==> src/rtl/dmem_arbiter.sv <==
// dmem_arbiter: two-port round-robin arbiter in front of a single-port,
// synchronous-read data memory of DEPTH 32-bit words.
//
// Ports
//   clk, rst              : clock and synchronous active-high reset
//   pN_valid/pN_ready     : request handshake. p0 is the core load/store port
//                           and p1 is the loader/debug port. ready is
//                           combinational.
//   pN_we/addr/wdata/wstrb: request fields (byte address, byte strobes)
//   pN_rsp_valid/rdata/err: one-cycle response, exactly 1 cycle after accept
//   mem_en/we/addr/wdata/wstrb : memory access (word address, AW bits)
//   mem_rdata             : memory read data, valid the cycle after a read
//   perf_grant0/1, perf_conflict : saturating counters, present only when
//                           DMEM_ARB_PERF_EN is defined
module dmem_arbiter #(
  parameter int DEPTH = 256,
  parameter int AW    = $clog2(DEPTH)
) (
  input  logic          clk,
  input  logic          rst,
  input  logic          p0_valid,
  output logic          p0_ready,
  input  logic          p0_we,
  input  logic [31:0]   p0_addr,
  input  logic [31:0]   p0_wdata,
  input  logic [3:0]    p0_wstrb,
  output logic          p0_rsp_valid,
  output logic [31:0]   p0_rsp_rdata,
  output logic          p0_rsp_err,
  input  logic          p1_valid,
  output logic          p1_ready,
  input  logic          p1_we,
  input  logic [31:0]   p1_addr,
  input  logic [31:0]   p1_wdata,
  input  logic [3:0]    p1_wstrb,
  output logic          p1_rsp_valid,
  output logic [31:0]   p1_rsp_rdata,
  output logic          p1_rsp_err,
  output logic          mem_en,
  output logic          mem_we,
  output logic [AW-1:0] mem_addr,
  output logic [31:0]   mem_wdata,
  output logic [3:0]    mem_wstrb,
  input  logic [31:0]   mem_rdata
`ifdef DMEM_ARB_PERF_EN
  ,
  output logic [31:0]   perf_grant0,
  output logic [31:0]   perf_grant1,
  output logic [31:0]   perf_conflict
`endif
);

  typedef enum logic {PRIO_P0 = 1'b0, PRIO_P1 = 1'b1} prio_t;

  prio_t       prio, prio_nxt;
  logic        gnt0, gnt1;
  logic        sel_we;
  logic [31:0] sel_addr, sel_wdata;
  logic [3:0]  sel_wstrb;
  logic        acc_ok;

  // Response tracker: the single access in flight from last cycle.
  logic        trk_busy, trk_port, trk_read, trk_err;
  logic        rsp_live;
  logic [31:0] rsp_data;

  always_comb begin
    gnt0     = 1'b0;
    gnt1     = 1'b0;
    prio_nxt = prio;
    if (!rst) begin
      if (p0_valid && (!p1_valid || prio == PRIO_P0)) gnt0 = 1'b1;
      else if (p1_valid)                              gnt1 = 1'b1;
    end
    if (gnt0)      prio_nxt = PRIO_P1;
    else if (gnt1) prio_nxt = PRIO_P0;

    sel_we    = gnt1 ? p1_we    : p0_we;
    sel_addr  = gnt1 ? p1_addr  : p0_addr;
    sel_wdata = gnt1 ? p1_wdata : p0_wdata;
    sel_wstrb = gnt1 ? p1_wstrb : p0_wstrb;
    acc_ok    = (sel_addr[1:0] == 2'b00) && (sel_addr[31:2] < 30'(DEPTH));

    // Error grants are still accepted but never reach the memory.
    mem_en    = (gnt0 || gnt1) && acc_ok;
    mem_we    = mem_en && sel_we;
    mem_addr  = mem_en ? sel_addr[AW+1:2] : '0;
    mem_wdata = mem_en ? sel_wdata : '0;
    mem_wstrb = mem_en ? sel_wstrb : '0;

    p0_ready  = gnt0;
    p1_ready  = gnt1;
  end

  always_ff @(posedge clk) begin
    if (rst) begin
      prio     <= PRIO_P0;
      trk_busy <= 1'b0;
      trk_port <= 1'b0;
      trk_read <= 1'b0;
      trk_err  <= 1'b0;
    end else begin
      prio     <= prio_nxt;
      trk_busy <= gnt0 || gnt1;
      trk_port <= gnt1;
      trk_read <= !sel_we;
      trk_err  <= !acc_ok;
    end
  end

  // Gating with rst drops a response whose acceptance preceded the reset.
  always_comb begin
    rsp_live     = trk_busy && !rst;
    rsp_data     = (trk_read && !trk_err) ? mem_rdata : '0;
    p0_rsp_valid = rsp_live && !trk_port;
    p1_rsp_valid = rsp_live && trk_port;
    p0_rsp_err   = p0_rsp_valid && trk_err;
    p1_rsp_err   = p1_rsp_valid && trk_err;
    p0_rsp_rdata = p0_rsp_valid ? rsp_data : '0;
    p1_rsp_rdata = p1_rsp_valid ? rsp_data : '0;
  end

`ifdef DMEM_ARB_PERF_EN
  always_ff @(posedge clk) begin
    if (rst) begin
      perf_grant0   <= '0;
      perf_grant1   <= '0;
      perf_conflict <= '0;
    end else begin
      if (gnt0 && perf_grant0 != '1) perf_grant0 <= perf_grant0 + 32'd1;
      if (gnt1 && perf_grant1 != '1) perf_grant1 <= perf_grant1 + 32'd1;
      if (p0_valid && p1_valid && perf_conflict != '1)
        perf_conflict <= perf_conflict + 32'd1;
    end
  end
`endif

endmodule

==> config.mk <==
export PLATFORM = sky130hd
export DESIGN_NAME = dmem_arbiter
export DESIGN_NICKNAME = d
export VERILOG_FILES = /design/src/rtl/dmem_arbiter.sv
export SDC_FILE = /design/constraint.sdc
export NUM_CORES = 1
export LEC_CHECK = 0
export ABC_AREA = 1
export BUFFER_PORTS_ARGS = -buffer_cell sky130_fd_sc_hd__buf_4
export CAP_MARGIN = 20
export CORE_AREA = 2 2 114 116
export CTS_CLUSTER_SIZE = 10
export DETAILED_ROUTE_END_ITERATION = 6
export DIE_AREA = 0 0 116 118
export PLACE_DENSITY = 0.57
export SETUP_SLACK_MARGIN = 0.15
export SLEW_MARGIN = 20
export SYNTH_ARGS = -nofsm -noshare
export SYNTH_HDL_FRONTEND = slang
export SYNTH_SLANG_ARGS = --single-unit
==> constraint.sdc <==
create_clock -name clk -period 1.6 [get_ports clk]
set_input_delay 0.16 -clock clk [delete_from_list [all_inputs] [get_ports clk]]
set_output_delay 0.16 -clock clk [all_outputs]
set_load 0.005 [all_outputs]
==> results.toml, run 1 <==
[timing]
min_period_ns = 1.78
rsz0062_at_grt = "yes"
hold_viol_final = 0
timing.fmax_mhz = 562
final.setup.worst_slack_ns = -0.180
fin_crit_sh_pct = 111
fin_skew_ns = 0.00170
worst_pin_slew_ns = 0.392
final-setup-viol-count = 74
slew_viol_final = 0
slew_headroom_pct = 73.8

[route]
firstDrtPassIters = 4
drtAntennaViolNets = 0
num_vias = 3795
route.detailed.drc = 0
drtIter0Drc = 151
viasPerCell = 4.07
drt-total-wl_mm = 12.6
wire_per_inst_um = 13.5

[power]
irDropWorstVdd_mv = 0.252
combPwrFrac_pct = 63.7
p_leak_nw = 3.51
netSwitchingPower_uw = 563
clkPwrFrac_pct = 27.0
p_per_area_mw_per_mm2 = 247
pwr-share-seq_pct = 9.3
finalPower_mw = 1.51
swShare_pct = 37.3
internal_power_uw = 944

[yosys]
synthTopCellsByArea = "nand2_1, inv_1, nor3_1"
synth_cell_types = 22
syn_avg_cell_area_um2 = 4.74
ys_seq_area_share_pct = 4.67
synthCells = 452
yosysTopAreaCellShare_pct = 27.7
yosys_warnings = 0
synth_fp_nets = 626
synth_edf_count = 0
ys_ff_latch = 5
synth_flop_cell = "dfxtp_1"
yosysTopAreaCell = "nand2_1"
synth_area_mm2 = 0.00214
async_flop_share_pct = 0

[cells_and_area]
num-nets-final = 935
nFillCells = 1222
final_common_cell = "buf_4"
synthToLayoutAreaGrowth_pct = 185
drive_above_1_share_pct = 61.4
antennaDiodeCount = 0
seq_area_um2 = 104
instances_no_fill = 932
most-common-layout-cells = "buf_4, nand2_1, inv_1"
multi_input_area_mm2 = 0.00227

[cts]
cts_root_buffer = "clkbuf_16"
cts_buffers = 3
clock_sinks = 5
clock_path_buffers = 2
htreeDepth = 1
insertion_delay_ns = 0.23
cts_tree = "done"
clk_pin_slew_ns = 0.03

[grt]
antenna_found_initial = 0
grt_pass1_vias = 3609
global_route.usage.met1_pct = 16.2
grt_start_max_net_pins = 38
grt.busiest_layer = "met2"
grt_usage_pct = 15.5
grt_pass1_wl_mm = 17.2
grt_use_met3_pct = 3.86
overflow = 0
use_met2_pct = 30.3

[worst_setup_path]
critPathKind = "flip-flop to primary output"
r2r_end = "trk_err"
slowest_delay_ns = 0.31
cp-start-kind = "flip-flop"
required_ns = 1.44
reg2reg_from = "prio"
reg2reg_slack_ns = 0.36
endpoint_kind = "primary output"
cp_cell_sequence = "inv_2, nand2_2, nand3_4, inv_4, nor2_4, nand2_2, nand2_4, nand2_8, clkbuf_16, nor2_4, buf_6"
reg2reg_depth = 10
crit_fanout = 6
crit_path_start = "prio"
slowest_stage = "dfxtp_2"
cp.arrival_ns = 1.62

[place]
hpwl_mm = 8.28
place_congestion = 0.763
port_buffers = 289
dp.cells = 908

[die]
row_count = 41
die_area_mm2 = 0.0137
die_w_um = 116
start_util_pct = 17.3
dieHeight_um = 118
ios = 290
coreArea_mm2 = 0.0124

[run_status]
violations = "setup timing"
status = "finished, violations left"

[worst_hold_path]
worstHoldPathCells = 2
worstHoldStart = "rst"
min_to = "trk_err"
hp-class = "primary input to flip-flop"

[job]
maxCapViolCount = 0
worst max-delay path: cells and delay by family (launching register included):
family	cells	cell delay [ns]
flops	1	0.31
buf+inv	4	0.43
simple gates	7	0.66
cell usage after synthesis (2+ instances only):
cell type	instances
clkbuf_1	13
nand2_1	158
and2_1	2
buf_2	7
inv_1	114
nor2_4	20
buf_6	4
nor2_2	20
nor3_1	66
nor2_1	31
dfxtp_1	5
inv_2	2
repair_timing:
item                                    4_1_cts  5_1_grt
cloned                                        9        2
buffers inserted                              5        4
endpoints found under the setup margin      114      113
gates resized for setup                     151       83
hold buffers                                  0        0
pin swaps                                    13       11
power groups by stage:
stage | sequential, mW | clock, mW | combinational [mW]
2_1_floorplan | 0.138 | 0 | 0.295
3_3_place_gp | 0.139 | 0 | 0.719
3_5_place_dp | 0.139 | 0 | 0.720
4_1_cts | 0.140 | 0.418 | 0.863
5_1_grt | 0.142 | 0.430 | 1.04
6_report | 0.140 | 0.407 | 0.959
cell type report:
type	instances	share of cell area, %
Timing Repair Buffer	328	48.8
Multi-Input combinational cell	306	37.2
Clock buffer	4	1.29
Tap cell	172	3.53
Sequential cell	5	1.70
Inverter	117	7.44
logic make-up (layout without fill, tap and decap cells):
| kind of cell | Yosys count | after routing | share of synthesized area, % |
|---|---|---|---|
| AND/OR/NAND/NOR | 302 | 303 | 67.7 |
| flip-flops | 5 | 5 | 4.67 |
| buffers and inverters | 142 | 449 | 27.0 |
| AO/OA/AOI/OAI | 3 | 3 | 0.700 |
routing by layer:
metal	vias to the layer above	wire length, um
li1	1921	-
met1	1678	4440
met2	186	6920
met3	10	1110
met4	0	116
met5	-	0
state kept, by name (all words and copies together), names as in the netlist:
name      count
trk_busy      1
trk_port      1
trk_read      1
trk_err       1
prio          1
per-stage QoR:
stage	setup TNS (ns)	util, %	setup slack, ns	hold slack (ns)	area [um^2]
6_report	-7.23	49.2	-0.180	0.159	6100
3_5_place_dp	-0.577	37.3	-0.0597	0.368	4630
2_1_floorplan	0	-	0.260	0.232	2140
3_3_place_gp	-0.0191	37.3	-0.00285	0.366	4630
5_1_grt	-14.59	49.2	-0.269	0.171	6100
4_1_cts	-8.25	45.1	-0.206	0.154	5600
how the worst max path moves through the flow:
stage | to | depth (start not counted)
6_report | mem_wdata[14] | 11
5_1_grt | mem_wdata[12] | 11
4_1_cts | mem_addr[2] | 11
3_5_place_dp | mem_wdata[13] | 11
3_3_place_gp | mem_wdata[10] | 11
2_1_floorplan | mem_en | 10
(Power assumes the default switching activity.)
==> inputs of run 2 (changes only) <==
ABC_AREA = default   (was 1)
BUFFER_PORTS_ARGS = default   (was -buffer_cell sky130_fd_sc_hd__buf_4)
CORE_AREA = 2 2 111 113   (was 2 2 114 116)
DIE_AREA = 0 0 113 115   (was 0 0 116 118)
DONT_BUFFER_PORTS = 1   (was default)
PLACE_DENSITY = 0.35   (was 0.57)
TNS_END_PERCENT = 30   (was default)
==> results.toml, run 2 <==
[run_status]
status = "finished, violations left"
violations = "DRC, setup timing"

[grt]
overflow = 0
grt_start_max_net_pins = 65
antenna_found_initial = 0
grt_pass1_wl_mm = 10.7
grt_usage_pct = 10.7
grt_pass1_vias = 1949

[yosys]
synth_cell_types = 23
synth_fp_nets = 451
yosysMostFrequentCell = "nand2_1"
synthCells = 277
yosysTopAreaCell = "a221oi_2"
synth_edf_count = 0
synth_area_mm2 = 0.00182
ys_ff_latch = 5
syn_avg_cell_area_um2 = 6.58
synth_common_cells = "nand2_1, and3_1, a221oi_2"
ys_seq_area_share_pct = 5.49
yosys_warnings = 0
async_flop_share_pct = 0
synthTopCellsByArea = "a221oi_2, and3_1, nand2_1"
synth_flop_cell = "dfxtp_1"
yosysTopAreaCellShare_pct = 23.1

[timing]
min_period_ns = 1.95
fin_crit_sh_pct = 122
slew_viol_final = 0
timing.fmax_mhz = 512
rsz0062_at_grt = "yes"
hold_viol_final = 0
fin_hold_ws_ns = 0.0776
final.setup.worst_slack_ns = -0.354
setup_tns_ns = -14.38
worst_pin_slew_ns = 0.703
final-setup-viol-count = 46
fin_skew_ns = 0.00228
slew_headroom_pct = 53.2

[cts]
cts_buffers = 3
cts_root_buffer = "clkbuf_16"
clock_sinks = 5
htreeDepth = 1
cts_tree = "done"
clock_path_buffers = 2
insertion_delay_ns = 0.23
clk_pin_slew_ns = 0.04

[route]
route.detailed.drc = 20
drtAntennaViolNets = 0
firstDrtPassIters = 7
drtIter0Drc = 117
wire_per_inst_um = 20.5
num_vias = 2331
viasPerCell = 5.48
drt-total-wl_mm = 8.70

[place]
port_buffers = 0
place_congestion = 0.767
hpwl_mm = 6.25
dp.cells = 411

[worst_setup_path]
crit_fanout = 14
cp-start-kind = "flip-flop"
reg2reg_from = "prio"
crit_path_start = "prio"
required_ns = 1.44
reg2reg_slack_ns = 0.05
reg2reg_depth = 7
cp.arrival_ns = 1.79
endpoint_kind = "primary output"
critPathKind = "flip-flop to primary output"
endpoint = "mem_wdata[4]"
r2r_end = "trk_err"

[cells_and_area]
most-common-layout-cells = "nand2_1, and3_1, a221oi_2"
nFillCells = 1272
instances_no_fill = 425
drive_above_1_share_pct = 31.7
antennaDiodeCount = 0
num-nets-final = 453
synthToLayoutAreaGrowth_pct = 45.6
final_util_pct = 22.5
final_common_cell = "nand2_1"

[power]
finalPower_uw = 836
combPwrFrac_pct = 33.6
p_per_area_mw_per_mm2 = 315
netSwitchingPower_uw = 288
irDropWorstVdd_mv = 0.209
swShare_pct = 34.5
clkPwrFrac_pct = 49.9
internal_power_uw = 548
pwr-share-seq_pct = 16.5
p_leak_nw = 1.29

[worst_hold_path]
worstHoldPathCells = 2
hp-class = "primary input to flip-flop"
worstHoldStart = "p0_valid"

[die]
coreArea_mm2 = 0.0118
die_area_mm2 = 0.0130
dieHeight_um = 115
die_w_um = 113
start_util_pct = 15.4
row_count = 40
ios = 290

[job]
maxCapViolCount = 0
## run 2: metal layers
layer	GRT usage, %	routed length, um
met5	0	0
met4	1.54	87
met3	2.00	784
met2	21.8	4740
met1	11.6	3090
## run 2: cells by family after synthesis
logic type | count (synthesis) | synth area share (%)
AND/OR/NAND/NOR | 183 | 51.0
AO/OA/AOI/OAI | 47 | 31.8
buffers and inverters | 42 | 11.7
flip-flops | 5 | 5.49
## run 2: power by group through the flow
| stage | registers, mW | clock network [mW] | logic, mW |
|---|---|---|---|
| 2_1_floorplan | 0.137 | 0 | 0.175 |
| 3_3_place_gp | 0.139 | 0 | 0.224 |
| 3_5_place_dp | 0.139 | 0 | 0.229 |
| 4_1_cts | 0.138 | 0.427 | 0.262 |
| 5_1_grt | 0.139 | 0.436 | 0.305 |
| 6_report | 0.138 | 0.417 | 0.281 |
## run 2: critical path, cell delays in order (launching register included)
cell and delay [ns]:
dfxtp_2 0.31, nand2b_4 0.12, nand3b_1 0.11, inv_1 0.14
nand4_1 0.17, buf_4 0.21, clkbuf_16 0.19, a221oi_2 0.32
## run 2: worst min-delay path by stage
stage               endpoint  slack, ns
finish                  prio       0.08
global route            prio       0.08
CTS                     prio       0.07
detailed placement      prio       0.24
global placement        prio       0.24
floorplan               prio       0.23
## run 2: per-stage QoR
stage | worst slack, ns | cell area [um^2]
2_1_floorplan | 0.0734 | 1820
3_3_place_gp | -0.0962 | 2080
3_5_place_dp | -0.119 | 2080
4_1_cts | -0.355 | 2460
5_1_grt | -0.456 | 2660
6_report | -0.354 | 2660
## run 2: area by class of cell
| type | instances | area, um^2 | share of cell area [%] |
|---|---|---|---|
| multi-input cells | 230 | 1820 | 68.5 |
| repair buffers | 36 | 462 | 17.4 |
| well taps | 147 | 184 | 6.93 |
| flip-flops and latches | 5 | 101 | 3.82 |
| clock buffers | 4 | 78.8 | 2.97 |
| inverters | 3 | 11.3 | 0.424 |
## run 2: timing repair
action / in CTS / in global routing
pin swaps: 5 / 5
setup endpoints to repair: 48 / 86
setup buffers: 3 / 2
resized for setup: 32 / 16
cloned: 2 / 2
hold buffers: 1 / 0
hold endpoints to repair: 1 / 0
